<file path="src/rtl/sample_window_monitor.sv">
// Boxcar-averages blocks of 2^AVG_LOG2 ADC samples and checks each average against an
// inclusive [lo_thresh, hi_thresh] window. A sticky fault is raised after FAULT_COUNT consecutive misses.
module sample_window_monitor #(
    parameter int AVG_LOG2    = 2,
    parameter int FAULT_COUNT = 3
) (
    input  logic        clk,
    input  logic        rst,
    input  logic [11:0] sample,
    input  logic        sample_valid,
    input  logic [11:0] lo_thresh,
    input  logic [11:0] hi_thresh,
    input  logic        fault_clr,
    output logic [11:0] avg,
    output logic        avg_valid,
    output logic        out_of_window,
    output logic        fault,
    output logic        overrun,
    output logic [3:0]  bad_cnt
);

    localparam int SW = 12 + AVG_LOG2;
    localparam logic [3:0] FAULT_TH = 4'(FAULT_COUNT);

    typedef enum logic [1:0] {
        ST_ACCUM   = 2'd0,
        ST_DIVIDE  = 2'd1,
        ST_COMPARE = 2'd2,
        ST_REPORT  = 2'd3
    } state_t;

    state_t               state_q, state_d;
    logic [SW-1:0]        sum_q, sum_d;
    logic [AVG_LOG2-1:0]  scnt_q, scnt_d;
    logic [11:0]          avg_q, avg_d;
    logic                 avg_valid_q, avg_valid_d;
    logic                 oow_q, oow_d;
    logic                 fault_q, fault_d;
    logic                 overrun_q, overrun_d;
    logic [3:0]           bad_cnt_q, bad_cnt_d;
    logic [3:0]           bad_inc;

    always_comb begin
        state_d     = state_q;
        sum_d       = sum_q;
        scnt_d      = scnt_q;
        avg_d       = avg_q;
        avg_valid_d = 1'b0;
        oow_d       = oow_q;
        fault_d     = fault_q;
        overrun_d   = overrun_q;
        bad_cnt_d   = bad_cnt_q;
        bad_inc     = (bad_cnt_q == 4'hF) ? 4'hF : bad_cnt_q + 4'd1;

        // Clear first so that a same-cycle set or increment below takes precedence.
        if (fault_clr) begin
            fault_d   = 1'b0;
            overrun_d = 1'b0;
            bad_cnt_d = 4'd0;
        end

        if (sample_valid && (state_q != ST_ACCUM)) begin
            overrun_d = 1'b1;
        end

        case (state_q)
            ST_ACCUM: begin
                if (sample_valid) begin
                    sum_d  = sum_q + {{AVG_LOG2{1'b0}}, sample};
                    scnt_d = scnt_q + AVG_LOG2'(1);
                    if (scnt_q == {AVG_LOG2{1'b1}}) begin
                        state_d = ST_DIVIDE;
                    end
                end
            end
            ST_DIVIDE: begin
                avg_d   = sum_q[SW-1:AVG_LOG2];
                sum_d   = '0;
                scnt_d  = '0;
                state_d = ST_COMPARE;
            end
            ST_COMPARE: begin
                oow_d   = (avg_q < lo_thresh) || (avg_q > hi_thresh);
                state_d = ST_REPORT;
            end
            ST_REPORT: begin
                avg_valid_d = 1'b1;
                if (oow_q) begin
                    bad_cnt_d = fault_clr ? 4'd1 : bad_inc;
                    if (bad_inc >= FAULT_TH) begin
                        fault_d = 1'b1;
                    end
                end else begin
                    bad_cnt_d = 4'd0;
                end
                state_d = ST_ACCUM;
            end
            default: state_d = ST_ACCUM;
        endcase
    end

    always_ff @(posedge clk or posedge rst) begin
        if (rst) begin
            state_q     <= ST_ACCUM;
            sum_q       <= '0;
            scnt_q      <= '0;
            avg_q       <= '0;
            avg_valid_q <= 1'b0;
            oow_q       <= 1'b0;
            fault_q     <= 1'b0;
            overrun_q   <= 1'b0;
            bad_cnt_q   <= 4'd0;
        end else begin
            state_q     <= state_d;
            sum_q       <= sum_d;
            scnt_q      <= scnt_d;
            avg_q       <= avg_d;
            avg_valid_q <= avg_valid_d;
            oow_q       <= oow_d;
            fault_q     <= fault_d;
            overrun_q   <= overrun_d;
            bad_cnt_q   <= bad_cnt_d;
        end
    end

    assign avg           = avg_q;
    assign avg_valid     = avg_valid_q;
    assign out_of_window = oow_q;
    assign fault         = fault_q;
    assign overrun       = overrun_q;
    assign bad_cnt       = bad_cnt_q;

endmodule

</file>
<file path="config.mk">
export PLATFORM = sky130hd
export DESIGN_NAME = sample_window_monitor
export DESIGN_NICKNAME = d
export VERILOG_FILES = /design/src/rtl/sample_window_monitor.sv
export SDC_FILE = /design/constraint.sdc
export NUM_CORES = 1
export LEC_CHECK = 0
export ABC_AREA = 1
export CAP_MARGIN = 20
export CORE_UTILIZATION = 40
export CTS_CLUSTER_DIAMETER = 60
export DETAILED_ROUTE_END_ITERATION = 8
export PLACE_DENSITY = 0.65
export SLEW_MARGIN = 10
export SYNTH_ARGS = -nofsm -noshare
export SYNTH_HDL_FRONTEND = slang
export SYNTH_SLANG_ARGS = --single-unit
</file>
<file path="constraint.sdc">
create_clock -name clk -period 1.5 [get_ports clk]
set_input_delay 0.3 -clock clk [delete_from_list [all_inputs] [get_ports clk]]
set_output_delay 0.3 -clock clk [all_outputs]
set_load 0.01 [all_outputs]
</file>
==> metrics.md <==
| Metric | Value |
|---|---|
| Outcome | `finished, violations left` |
| Failing checks | `design-rule violations, negative setup slack` |
| Post-DP HPWL | `~5.6 mm` |
| # DRC | `2` |
| Ys Warns | `0` |
| Ys async rst share | `1.00` |
| Most frequent cells in the layout | `nand2_1 (83), inv_1 (55), buf_4 (49)` |
| Max Slew Vio Count | `0` |
| Hold_ws | `0.270 ns` |
| Finished Core Util | `0.651` |
| Io pins | `60` |
| Final WS setup | `-0.107 ns` |
| Clock Sink Count | `38` |
| Design Area, Final | `0.00470 mm^2` |
| Pin count of the biggest net entering global routing | `24` |
| Cell Pwr Density | `between 1000 and 1500 mW/mm^2` |
| Congestion Overflow GR | `0` |
| Leakage | `2.57 nW` |
| Seq/Total Area, Yosys | `0.319` |
| Initial Util | `0.413` |
| Distinct cell type count after synthesis | `34` |
| Post-CTS Hold Fix Bufs | `0` |
| Max-cap violations | `0` |
| Vias in the first global route | `2718` |
| Number of routed nets with antenna violations | `0` |
| R2R Setup Slk | `-0.11 ns` |
| Pre-antenna DRT Iters | `9` |
| Routed len/inst | `between 10 and 15 um` |
| Reg power frac | `0.251` |
| Worst Path Max Fanout | `4` |
| Total die area | `0.00780 mm^2` |
| # port buffers | `59` |
| Syn-to-layout area delta | `57.7%` |
| Switching Fraction | `0.413` |
| Sw Pwr | `~2.8 mW` |
| CP Depth | `10` |
| Setup crit end kind | `flip-flop` |
| Synth Area per Inst | `7.74 um^2` |
| Share of cells above drive strength 1 | `0.345` |
| Horiz. Die Dim | `around 90 um` |
| Clock Skew | `between 0.007 and 0.008 ns` |
| Critical path arrival | `around 1.8 ns` |
| Max clock buf depth | `2` |
| Most used cell along the critical path | `inv_2` |
| Final RePlAce weighted congestion | `roughly 0.84` |
| Core ar. | `between 0.007 and 0.008 mm^2` |
| First-pass GRT wire length | `roughly 12 mm` |
| HP Class | `primary input to async pin` |
| CP Buf/Inv Count | `3` |
| Clock power share | `0.135` |
| Die Height | `~90 um` |
| Slew HR | `0.742` |
| Period utilisation layout | `1.07` |
| Worst-Margin Slew | `slightly below 0.4 ns` |
| GRT Util Overall | `0.193` |
| RSZ-0062 raised after global routing | `yes` |
| CTS clk-pin slew, worst paths | `around 0.08 ns` |
| H-tree depth | `2` |
| Int Pwr | `3.93 mW` |
| Peak VDD IR | `roughly 0.61 mV` |
| Post-Syn Nets | `467` |
| Met3 routed WL | `286 um` |
| EDFF count, synth | `0` |
| Setup crit start kind | `flip-flop` |
| CP max-delay cell | `dfrtp_1` |
| Slowest Stage Delay on Critical Path | `about 0.36 ns` |
| Logic pwr share | `0.614` |
| Iter 0 DRT Violations | `a little over 90` |
| Fin. Hold Viols | `0` |
| Mapped Cells | `385` |
| Most common cell after layout, fill and taps aside | `nand2_1` |
| Average via count per standard cell | `slightly below 5` |
| WL met2 | `~4.0 mm` |
| Antenna cell count | `0` |
| Top Metal Used | `met4` |
| Kind of critical path | `flip-flop to flip-flop` |
| TritonCTS buffer count | `5` |
| Crit path required time | `about 1.7 ns` |
| NumNets Final | `between 500 and 600` |
| Max Freq | `just over 600 MHz` |
| Row cnt | `31` |
| Worst-path cell chain | `ha_2, inv_2, fa_2, inv_2, nand3_2, nand3_4, buf_6, a21oi_2, o21ai_1, nand2_1` |
| Post-Route WL | `7.79 mm` |
| Setup TNS | `-0.491 ns` |
| Register Area | `~950 um^2` |
| Worst-Skew Late Latency | `~0.3 ns` |
| # setup viols final | `7` |
| WL met1 | `between 3 and 4 mm` |
| Reg2Reg Depth | `10` |
| Delay-heaviest family, CP | `adder cells` |
| CTS tree | `built` |
| Synthesized area | `0.00298 mm^2` |
| Placed inst area | `between 0.003 and 0.004 mm^2` |
| Initial antenna violation count | `0` |
| Area occupied by multi-input gates | `between 0.002 and 0.0025 mm^2` |
| Main synth FF type | `dfrtp_1` |
| DR vias | `roughly 2900` |
| Root Buffer | `clkbuf_8` |
| FILL cells | `~610` |
| Flops & latches, synth | `38` |
| Minimum clock period | `~1.6 ns` |
[synthesized netlist by cell type (all sizes together), types with 3 or more instances]
library cell	count	share of area
nand4	3	0.0063
nor2	30	0.043
nand2	113	0.16
mux2	11	0.042
o21ai	14	0.030
buf	3	0.011
a22o	3	0.0088
dfrtp	38	0.32
o22ai	5	0.010
a21oi	24	0.044
nand3	23	0.042
inv	68	0.087
ha	41	0.17
[cell type report]
cell class / instances / share of cell area
clock buffers: 6 / 0.0176
clock inverters: 1 / 0.00639
inverters: 68 / 0.0570
multi-input cells: 276 / 0.471
flip-flops and latches: 38 / 0.203
well taps: 99 / 0.0264
repair buffers: 113 / 0.219
[power by group through the flow]
stage	Sequential [mW]	Combinational (mW)	Clock (mW)
after global routing	1.73	4.54	0.950
after CTS	1.65	3.57	0.920
final	1.68	4.10	0.902
after global placement	1.63	3.22	0
after detailed placement	1.64	3.30	0
after floorplan	1.68	1.99	0
[per-stage QoR]
stage	worst slack, ns	power, mW	cells
2_1_floorplan	-0.0143	3.67	385
3_3_place_gp	-0.502	4.85	575
3_5_place_dp	-0.523	4.94	575
4_1_cts	-0.169	6.14	591
5_1_grt	-0.208	7.21	601
6_report	-0.107	6.69	601
[timing repair]
action | 4_1_cts | 5_1_grt
resized for setup | 52 | 75
pin swaps | 15 | 52
endpoints found under the setup margin | 28 | 21
setup buffers | 9 | 10
gates cloned | 0 | 0
[path summary, 6_finish.rpt]
| check | start | to |
|---|---|---|
| setup / recovery | sum_q[0] | sum_q[4] |
| hold / removal | rst | overrun |
| setup reg to reg | sum_q[0] | sum_q[4] |
| hold reg to reg | overrun | overrun |
| max in group asynchronous | rst | sum_q[1] |
| min in group clk | sample[0] | sum_q[0] |
[state kept, by name, summed over array words and instances (netlist names)]
signal and count:
fault 1, avg_valid 1, overrun 1, avg 12, sum_q 14, out_of_window 1, scnt_q 2, state_q 2
bad_cnt 4
[worst register-to-register path: stages, from the launching register on]
cell and delay [ns]:
dfrtp_1 0.36, ha_2 0.19, inv_2 0.04, fa_2 0.35, inv_2 0.07, nand3_2 0.08
nand3_4 0.10, buf_6 0.11, a21oi_2 0.05, o21ai_1 0.08, nand2_1 0.06
[layer usage]
layer | global-route usage | up-vias
li1 | - | 1470
met1 | 0.237 | 1357
met2 | 0.349 | 53
met3 | 0.0317 | 9
met4 | 0.0499 | 0
met5 | 0 | -
[cell families (layout without fill, tap and decap cells)]
family                   count (synthesis)  count (layout)  synth area share
AND/OR/NAND/NOR                        173             173             0.259
buffers and inverters                   71             188            0.0974
AO/OA/AOI/OAI                           49              49             0.101
adder cells (fa/ha/maj)                 42              42             0.179
flip-flops                              38              38             0.319
multiplexers                            11              11            0.0416
XOR/XNOR                                 1               1           0.00294
No activity file was read; power rests on OpenSTA's default activity.
